==> config.mk <==
export PLATFORM = sky130hd
export DESIGN_NAME = bp_be_dcache_trace_replay
export DESIGN_NICKNAME = d
export VERILOG_FILES = /design/src/rtl/bp_be_dcache_trace_pkg.sv /design/src/rtl/bp_be_dcache_trace_expect_fifo.sv /design/src/rtl/bp_be_dcache_trace_replay.sv
export SDC_FILE = /design/constraint.sdc
export NUM_CORES = 1
export LEC_CHECK = 0
export CAP_MARGIN = 40
export CORE_MARGIN = 3
export CORE_UTILIZATION = 33
export CTS_BUF_LIST = sky130_fd_sc_hd__clkbuf_16
export DETAILED_ROUTE_END_ITERATION = 16
export HOLD_SLACK_MARGIN = 0.1
export SLEW_MARGIN = 20
export SYNTH_ARGS = -nofsm -noshare
export SYNTH_HDL_FRONTEND = slang
export SYNTH_SLANG_ARGS = --single-unit
==> constraint.sdc <==
create_clock -name clk_i -period 10.7 [get_ports clk_i]
set_clock_uncertainty 0.05 [all_clocks]
set_input_delay 1.605 -clock clk_i [delete_from_list [all_inputs] [get_ports clk_i]]
set_output_delay 1.605 -clock clk_i [all_outputs]
set_load 0.005 [all_outputs]
==> src/rtl/bp_be_dcache_trace_pkg.sv <==
// Shared types for the dcache trace replay harness: trace entry / dcache pkt layouts and the
// replay state enum. Both layouts are parameterised, so they are declared through macros.
`ifndef BP_BE_DCACHE_TRACE_PKG_SV
`define BP_BE_DCACHE_TRACE_PKG_SV

`define BP_BE_DCACHE_TRACE_ENTRY_WIDTH(opcode_w, poff_w, ptag_w, dword_w) \
   (2 + (opcode_w) + (poff_w) + (ptag_w) + 2 * (dword_w))

`define DECLARE_BP_BE_DCACHE_TRACE_ENTRY_S(opcode_w, poff_w, ptag_w, dword_w) \
   typedef struct packed {                  \
      logic                  end_trace;     \
      logic                  check;         \
      logic [(opcode_w)-1:0] opcode;        \
      logic [(poff_w)-1:0]   page_offset;   \
      logic [(ptag_w)-1:0]   ptag;          \
      logic [(dword_w)-1:0]  wdata;         \
      logic [(dword_w)-1:0]  expected;      \
   } bp_be_dcache_trace_entry_s

`ifndef DECLARE_BP_BE_DCACHE_PKT_S
`define DECLARE_BP_BE_DCACHE_PKT_S(opcode_w, poff_w, dword_w) \
   typedef struct packed {                  \
      logic [(opcode_w)-1:0] opcode;        \
      logic [(poff_w)-1:0]   page_offset;   \
      logic [(dword_w)-1:0]  data;          \
   } bp_be_dcache_pkt_s
`endif

package bp_be_dcache_trace_pkg;

   typedef enum logic [1:0] {
      e_idle,
      e_run,
      e_drain,
      e_done
   } bp_be_dcache_trace_state_e;

endpackage

`endif

==> src/rtl/bp_be_dcache_trace_expect_fifo.sv <==
// In-order FIFO of {check, expected} for ops accepted but not yet answered by the dcache.
// depth_p must be a power of 2 so the pointers wrap naturally.
module bp_be_dcache_trace_expect_fifo
   #(parameter int unsigned depth_p = 8
   , parameter int unsigned width_p = 65
   , localparam int unsigned ptr_width_lp = $clog2(depth_p)
   , localparam int unsigned count_width_lp = $clog2(depth_p + 1)
   )
   (input  logic                      clk_i
   , input  logic                      reset_n_i
   , input  logic                      clear_i
   , input  logic                      push_i
   , input  logic [width_p-1:0]        data_i
   , input  logic                      pop_i
   , output logic [width_p-1:0]        data_o
   , output logic [count_width_lp-1:0] count_o
   , output logic                      empty_o
   );

   logic [width_p-1:0]        mem_q [depth_p];
   logic [ptr_width_lp-1:0]   wptr_q, rptr_q;
   logic [count_width_lp-1:0] count_q;
   logic                      full;
   logic                      push_en, pop_en;

   assign empty_o = (count_q == '0);
   assign full    = (count_q == count_width_lp'(depth_p));
   // A pop frees the slot the push writes, so push+pop is legal even when full.
   assign pop_en  = pop_i & !empty_o;
   assign push_en = push_i & (!full | pop_en);
   assign data_o  = mem_q[rptr_q];
   assign count_o = count_q;

   always_ff @(posedge clk_i or negedge reset_n_i) begin
      if (!reset_n_i) begin
         wptr_q  <= '0;
         rptr_q  <= '0;
         count_q <= '0;
      end else if (clear_i) begin
         wptr_q  <= '0;
         rptr_q  <= '0;
         count_q <= '0;
      end else begin
         if (push_en) wptr_q <= wptr_q + 1'b1;
         if (pop_en)  rptr_q <= rptr_q + 1'b1;
         if (push_en && !pop_en) begin
            count_q <= count_q + 1'b1;
         end else if (pop_en && !push_en) begin
            count_q <= count_q - 1'b1;
         end
      end
   end

   always_ff @(posedge clk_i) begin
      if (push_en) mem_q[wptr_q] <= data_i;
   end

endmodule

==> src/rtl/bp_be_dcache_trace_replay.sv <==
// Trace ROM replay and load checker for the dcache harness. Define
// BP_BE_DCACHE_TRACE_REPLAY_TIMEOUT_EN to add a response watchdog (timeout_cycles_p).
module bp_be_dcache_trace_replay
   import bp_be_dcache_trace_pkg::*;
   #(parameter int unsigned opcode_width_p      = 5
   , parameter int unsigned page_offset_width_p = 12
   , parameter int unsigned ptag_width_p        = 28
   , parameter int unsigned dword_width_p       = 64
   , parameter int unsigned rom_addr_width_p    = 10
   , parameter int unsigned max_outstanding_p   = 8
`ifdef BP_BE_DCACHE_TRACE_REPLAY_TIMEOUT_EN
   , parameter int unsigned timeout_cycles_p    = 4096
`endif
   , localparam int unsigned entry_width_lp = `BP_BE_DCACHE_TRACE_ENTRY_WIDTH(
        opcode_width_p, page_offset_width_p, ptag_width_p, dword_width_p)
   , localparam int unsigned pkt_width_lp = opcode_width_p + page_offset_width_p + dword_width_p
   )
   (input  logic                        clk_i
   , input  logic                        reset_n_i
   , input  logic                        start_i
   , output logic [rom_addr_width_p-1:0] rom_addr_o
   , input  logic [entry_width_lp-1:0]   rom_data_i
   , output logic [pkt_width_lp-1:0]     pkt_o
   , output logic [ptag_width_p-1:0]     ptag_o
   , output logic                        pkt_v_o
   , input  logic                        pkt_ready_i
   , input  logic                        v_i
   , input  logic [dword_width_p-1:0]    data_i
   , output logic                        done_o
   , output logic                        error_o
   , output logic [15:0]                 err_count_o
   , output logic [31:0]                 resp_count_o
   );

   `DECLARE_BP_BE_DCACHE_TRACE_ENTRY_S(opcode_width_p, page_offset_width_p, ptag_width_p,
                                       dword_width_p);
   `DECLARE_BP_BE_DCACHE_PKT_S(opcode_width_p, page_offset_width_p, dword_width_p);

   localparam int unsigned expect_width_lp = 1 + dword_width_p;
   localparam int unsigned count_width_lp  = $clog2(max_outstanding_p + 1);

   bp_be_dcache_trace_entry_s entry;
   bp_be_dcache_pkt_s         pkt;

   bp_be_dcache_trace_state_e   state_q, state_d;
   logic [rom_addr_width_p-1:0] ptr_q, ptr_d;
   logic [31:0]                 resp_count_q, resp_count_d;
   logic [15:0]                 err_count_q, err_count_d;
   logic                        error_q, error_d;

   logic [expect_width_lp-1:0]  expect_head;
   logic [count_width_lp-1:0]   count;
   logic                        fifo_empty;
   logic                        accept;
   logic                        mismatch;
   logic                        timeout_hit;

   assign entry = rom_data_i;

   assign pkt.opcode      = entry.opcode;
   assign pkt.page_offset = entry.page_offset;
   assign pkt.data        = entry.wdata;

   // Full check uses the registered count: a same-cycle response does not open a slot.
   assign pkt_v_o = (state_q == e_run) & !entry.end_trace
                    & (count < count_width_lp'(max_outstanding_p));
   assign accept  = pkt_v_o & pkt_ready_i;

   // Payload is driven only while valid so the interface reads all-zero when idle or in reset.
   assign pkt_o      = pkt_v_o ? pkt : '0;
   assign ptag_o     = pkt_v_o ? entry.ptag : '0;
   assign rom_addr_o = ptr_q;

   assign mismatch = expect_head[dword_width_p] & (data_i != expect_head[dword_width_p-1:0]);

   bp_be_dcache_trace_expect_fifo
      #(.depth_p (max_outstanding_p)
      , .width_p (expect_width_lp)
      )
      expect_fifo
      (.clk_i     (clk_i)
      , .reset_n_i (reset_n_i)
      , .clear_i   (timeout_hit)
      , .push_i    (accept)
      , .data_i    ({entry.check, entry.expected})
      , .pop_i     (v_i)
      , .data_o    (expect_head)
      , .count_o   (count)
      , .empty_o   (fifo_empty)
      );

`ifdef BP_BE_DCACHE_TRACE_REPLAY_TIMEOUT_EN
   localparam int unsigned timer_width_lp = $clog2(timeout_cycles_p + 1);

   logic [timer_width_lp-1:0] timer_q, timer_d;

   // Fires on the cycle the timer would reach timeout_cycles_p with nothing answered.
   always_comb begin
      timer_d     = timer_q + 1'b1;
      timeout_hit = 1'b0;
      if (v_i || fifo_empty) begin
         timer_d = '0;
      end else if (timer_q == timer_width_lp'(timeout_cycles_p - 1)) begin
         timer_d     = '0;
         timeout_hit = 1'b1;
      end
   end

   always_ff @(posedge clk_i or negedge reset_n_i) begin
      if (!reset_n_i) timer_q <= '0;
      else            timer_q <= timer_d;
   end
`else
   assign timeout_hit = 1'b0;
`endif

   always_comb begin
      state_d      = state_q;
      ptr_d        = ptr_q;
      resp_count_d = resp_count_q;
      err_count_d  = err_count_q;
      error_d      = error_q;

      unique case (state_q)
         e_idle: begin
            if (start_i) state_d = e_run;
         end
         e_run: begin
            if (entry.end_trace) begin
               state_d = e_drain;
            end else if (accept) begin
               // The last ROM address ends the trace instead of wrapping the pointer.
               if (ptr_q == '1) state_d = e_drain;
               else             ptr_d   = ptr_q + 1'b1;
            end
         end
         e_drain: begin
            if (fifo_empty) state_d = e_done;
         end
         e_done: begin
            state_d = e_done;
         end
         default: state_d = e_idle;
      endcase

      if (v_i) begin
         resp_count_d = resp_count_q + 32'd1;
         if (fifo_empty) begin
            error_d = 1'b1;
         end else if (mismatch) begin
            error_d = 1'b1;
            if (err_count_q != 16'hFFFF) err_count_d = err_count_q + 16'd1;
         end
      end

      if (timeout_hit) begin
         state_d = e_done;
         error_d = 1'b1;
      end
   end

   always_ff @(posedge clk_i or negedge reset_n_i) begin
      if (!reset_n_i) begin
         state_q      <= e_idle;
         ptr_q        <= '0;
         resp_count_q <= '0;
         err_count_q  <= '0;
         error_q      <= 1'b0;
      end else begin
         state_q      <= state_d;
         ptr_q        <= ptr_d;
         resp_count_q <= resp_count_d;
         err_count_q  <= err_count_d;
         error_q      <= error_d;
      end
   end

   assign done_o       = (state_q == e_done);
   assign error_o      = error_q;
   assign err_count_o  = err_count_q;
   assign resp_count_o = resp_count_q;

endmodule

==> flow_summary.ini, run 1 <==
[synth]
synth_top_area_share_pct = 63.9
ys_async_sr_fraction_pct = 12.0
synth_xor_area_share_pct = 4.52
muxShareOfSynthArea_pct = 12.0
synthSimpleGateAreaFrac_pct = 7.73
synth_edf_count = 520
synth_cell_type_count = 47
synth_commonest_cells = edfxtp_1, mux2i_1, and2_1
yosys_warnings = 0
yosysMostFrequentCell = edfxtp_1
synthAdderAreaFrac_pct = 0.492
ys_ff_latch = 591
yosysTopAreaCell = edfxtp_1
synth_nets = 1668
synth-compound-area-share_pct = 2.51
synth_top_family_by_area = multiplexers
postSynthAreaPerCell_um2 = 17.3
ys_seq_area_share_pct = 71.2
ys.flop_type = edfxtp_1
synth_cells = 1415
ys_top_cells_by_area = edfxtp_1, dfrtp_1, mux4_2, mux2i_1, xor2_1
syn-cell-area_um2 = 24400

[route]
first_pass_iters = 5
routed_via_density = 4.83
drc = 0
ant_nets = 0
routed_wl_um = 65400
vias = 13900
drtIter0Drc = 809
wl_per_cell_um = 22.7

[hold_path]
hp-class = register to register

[sta]
layout_setup_ws_ns = 5.25
fmax_mhz = 184
setup_viol = 0
period_minus_slack_ns = 5.45
fin_tns_setup_ns = 0
final.period_utilization_pct = 50.9
rsz0062_at_grt = no
slew_violations = 0
max_slew.worst_pin.slew_ns = 0.831
finalHoldViolCount = 0
worst_slew_margin_rel_pct = 44.6

[setup_path]
path_buf_inv = 3
cp-start-kind = input port
path_class = input port to output port
path_max_fanout = 111
worst_setup_path_end_kind = output port
slowest_stage = buf_4
slowest_delay_ns = 0.66
worst_ep_required_time_ns = 9.05
crit_arrival_ns = 3.79
crit_family = buffers and inverters
crit_path_frequent_cell = clkdlybuf4s50_1
crit_path_cell_trace = clkdlybuf4s50_1, nor4b_2, buf_4, and2_1, clkdlybuf4s50_1

[cells_and_area]
synthToLayoutAreaGrowth_pct = 30.2
nets = 2109
drive_above_1_share_pct = 11.6

[placed_design]
dp_hpwl_um = 43800
pre_cts_slack_ns = 4.89
gp_routability_congestion = 0.879
portBuffers = 413

[global_route]
met3_usage_pct = 5.06
grt.busiest_layer = met2
grt_pass1_vias = 14500
grt_max_degree = 112
antenna_found_initial = 24
overflow = 0
grt_usage_pct = 16.6
use_met1_pct = 23.1
grt_pass1_wl_um = 95900
use_met2_pct = 25.6

[floorplan]
dieArea_um2 = 77400
start_util_pct = 33.4
core_um2 = 73200
die_width_um = 278
ios = 414
fp-row-count = 99
die_y_um = 278

[power]
p_leak_nw = 11.2
ir_drop_v = 0.000156
power.density_nw_per_um2 = 201

[clock_network]
cts_tree = built
cts_sinks = 591
clockBufferDepth = 3
cts_setup_buffers = 0
cts_root_buf = clkbuf_16
cts_hold_buf = 0
clk_latency_ns = 0.62
ctsResizeCount = 0
clkTransAtPathRegs_ns = 0.06
cts_buffers = 60
cts_htree_levels = 2

[flow_run]
max-cap-violations = 0

[outcome]
status = finished clean
-- metrics by stage --
step                      cell area, µm²  power (W)  hold WS (ns)  instances  util, %
after floorplan                    24400    0.00388         0.401       1415        -
after global placement             29700    0.00441         0.391       2745     40.5
after detailed placement           29800    0.00446         0.402       2753     40.8
after CTS                          31800    0.00651         0.414       2865     43.4
after global routing               31800    0.00673         0.455       2866     43.4
final                              31800    0.00641         0.417       2877     43.5
-- cell usage in the layout (no fill, tap or decap), drive strengths merged, types with 6 or more instances in the layout --
cell type,n
edfxtp,520
clkdlybuf4s50,412
mux2i,127
and2,113
xor2,85
nand2,74
dfrtp,71
mux4,66
clkbuf,60
xnor2,41
buf,34
a221oi,30
clkinv,30
nand2b,29
a22o,26
nor4,26
nand3,21
nor2,20
and3,17
inv,15
mux2,15
nand4,13
diode,12
ha,8
nor3,6
-- worst paths after layout --
check / startpoint / end / slack (ns) / cells past startpoint
max: rom_data_i[174] / pkt_o[49] / 5.25 / 5
min: resp_count_o[31] / resp_count_o[31] / 0.42 / 1
max reg2reg: expect_fifo.rptr_q[0] / err_count_o[1] / 6.00 / 10
min reg2reg: resp_count_o[31] / resp_count_o[31] / 0.42 / 1
max in group asynchronous: reset_n_i / expect_fifo.rptr_q[0] / 9.04 / 3
min in group asynchronous: reset_n_i / rom_addr_o[6] / 0.96 / 2
-- power by group --
group	leakage (nW)	internal (W)	switching, W
combinational	4.62	0.000834	0.000881
sequential	5.61	0.00255	0.000114
clock	0.988	0.00114	0.000880
-- sequential cells by signal, summed over array words and instances, names as in the netlist --
name and cells:
expect_fifo.mem_q 520, resp_count_o 32, err_count_o 16, rom_addr_o 10, expect_fifo.count_o 4, expect_fifo.rptr_q 3
expect_fifo.wptr_q 3, state_q 2, error_o 1
-- worst reg2reg max path: stages, from the launching register on --
cell	delay [ns]
dfrtp_4	0.73
buf_4	0.63
and2_2	0.82
a221oi_1	0.31
xor2_1	0.21
nor4_1	0.61
nand4_1	0.30
nor4_4	0.28
buf_6	0.24
nor3_2	0.09
mux2_1	0.32
-- cells by family after synthesis --
logic type / after synthesis
DFF: 591
and+or+nand+nor: 337
muxes: 208
xor gates and xnor gates: 126
AOI/OAI and AO/OA: 75
buffers and inverters: 69
adders and majority gates: 9
-- layer usage --
layer / vias to the layer above / wire (µm)
met5: - / 150
met4: 22 / 1240
met3: 104 / 4520
met2: 380 / 29900
met1: 7023 / 29600
li1: 6380 / -
-- final cells by class --
type / instances / area (µm²)
clock buffer: 60 / 1500
clock inverter: 52 / 430
antenna: 12 / 30.0
tap: 959 / 1200
inverter: 2 / 7.51
timing repair buffer: 446 / 4480
multi-input combinational: 755 / 6760
fill: 6428 / 41400
sequential: 591 / 17400
Note: power is estimated with default switching activity, not from simulation.
==> inputs of run 2 (changes only) <==
==> constraint.sdc (replaced) <==
create_clock -name clk_i -period 4.7 [get_ports clk_i]
set_clock_uncertainty 0.05 [all_clocks]
set_input_delay 0.705 -clock clk_i [delete_from_list [all_inputs] [get_ports clk_i]]
set_output_delay 0.705 -clock clk_i [all_outputs]
set_load 0.005 [all_outputs]
==> run 2 against run 1 <==
Utilization increased by 0.13 points; clock power rose by 120%; count of clock-buffer cells in the layout unchanged; die area unchanged; non-clock buffer count is 21 higher; critical path depth increased by 7; worst setup slack lost 4.6 ns; cell area increased by 0.31%; sequential cell count unchanged; register-to-register slack worse by 5.4 ns; via count grew 1.4%; critical endpoint is now err_count_o[12]; largest power group unchanged.
==> flow_summary.ini, run 2 (same netlist as run 1, synthesis figures left out) <==
[placed_design]
dp_hpwl_um = 43600
pre_cts_slack_ns = 0.564
dp_cells = 2772
gp_routability_congestion = 0.922
portBuffers = 413

[hold_path]
hp-class = register to register

[clock_network]
cts_setup_buffers = 0
cts_buffers = 60
clockBufferDepth = 3
ctsResizeCount = 0
cts_tree = built
cts_hold_buf = 1
cts_sinks = 591
clkTransAtPathRegs_ns = 0.06
cts_htree_levels = 2
cts_root_buf = clkbuf_16
clk_latency_ns = 0.61

[power]
p_leak_nw = 11.3
power.density_nw_per_um2 = 453
ir_drop_v = 0.000384
total_power_w = 0.0145

[setup_path]
path_max_fanout = 32
crit_arrival_ns = 4.50
path_class = register to register
cp-start-kind = register
worst_ep_required_time_ns = 5.12
worst_setup_path_end_kind = register

[global_route]
grt_usage_pct = 16.8
antenna_found_initial = 18
grt_pass1_vias = 14600
grt_max_degree = 111
overflow = 0
grt_pass1_wl_um = 97600

[floorplan]
core_um2 = 73200
dieArea_um2 = 77400
fp-row-count = 99
ios = 414
die_width_um = 278
start_util_pct = 33.4
die_y_um = 278

[cells_and_area]
final_cell_mix = edfxtp_1, clkdlybuf4s50_1, mux2i_1
largest_register_ff_count = 520
top_register = expect_fifo.mem_q
final.fill_count = 6480
final_cells = 2888
register_area_um2 = 17400
multi_input_area_um2 = 6740
drive_above_1_share_pct = 11.8
synthToLayoutAreaGrowth_pct = 30.6
layout_commonest_cell = edfxtp_1
nets = 2130

[route]
drc = 0
drtIter0Drc = 1093
routed_via_density = 4.88
first_pass_iters = 5
vias = 14100
ant_nets = 0
routed_wl_um = 65900
wl_per_cell_um = 22.8

[sta]
setup_viol = 0
rsz0062_at_grt = no
max_slew.worst_pin.slew_ns = 0.855
slew_violations = 0
layout_setup_ws_ns = 0.626
worst_slew_margin_rel_pct = 42.5
timing.hold.ws_ns = 0.411
finalHoldViolCount = 0
period_minus_slack_ns = 4.07
final.period_utilization_pct = 86.7
fmax_mhz = 245

[flow_run]
max-cap-violations = 0

[outcome]
status = finished clean
-- run 2: layout make-up --
cell class / instances / share of cell area [%]
Clock buffer: 60 / 4.71
Tap cell: 959 / 3.76
Timing Repair Buffer: 467 / 14.8
Inverter: 2 / 0.0235
Sequential cell: 591 / 54.5
Clock inverter: 49 / 1.00
Multi-Input combinational cell: 755 / 21.1
Antenna cell: 5 / 0.0392
-- run 2: worst max-delay path, cell delays in order, from the launching register on --
cell     delay, ns
dfrtp_4       0.68
buf_12        0.32
mux4_2        0.55
nand2_1       0.08
nand2_1       0.07
xor2_1        0.15
nor4_1        0.71
nand4_1       0.25
nor4_4        0.46
buf_4         0.20
buf_12        0.13
nor4_1        0.07
xor2_1        0.17
-- run 2: routing by layer --
layer / vias up / track usage (%) / part of all wire (%)
met5: - / 0 / 0.18
met4: 18 / 3.22 / 1.4
met3: 86 / 4.09 / 6.7
met2: 395 / 26.7 / 47
met1: 7201 / 23.7 / 45
li1: 6404 / - / -
-- run 2: final timing paths --
path	startpoint	endpoint	slack (ns)	cells past startpoint
min reg2reg	error_o	error_o	0.41	1
max in group asynchronous	reset_n_i	expect_fifo.rptr_q[1]	3.03	4
max reg2reg	expect_fifo.rptr_q[0]	err_count_o[12]	0.63	12
min in group asynchronous	reset_n_i	rom_addr_o[6]	0.57	2
min	error_o	error_o	0.41	1
max	expect_fifo.rptr_q[0]	err_count_o[12]	0.63	12
-- run 2: stage by stage --
step | util [%] | area [µm²] | TNS, ns
6_report | 43.6 | 31900 | 0
5_1_grt | 43.6 | 31900 | 0
4_1_cts | 43.6 | 31900 | 0
3_5_place_dp | 41.1 | 30100 | 0
3_3_place_gp | 41.0 | 30000 | 0
2_1_floorplan | - | 24500 | -392.66
-- run 2: power by group --
group	leakage [nW]	switching, W	internal, W	total (W)
logic	4.72	0.00203	0.00197	0.00400
clock network	0.944	0.00194	0.00247	0.00441
registers	5.61	0.000240	0.00581	0.00605
total	11.3	0.00421	0.0103	0.0145
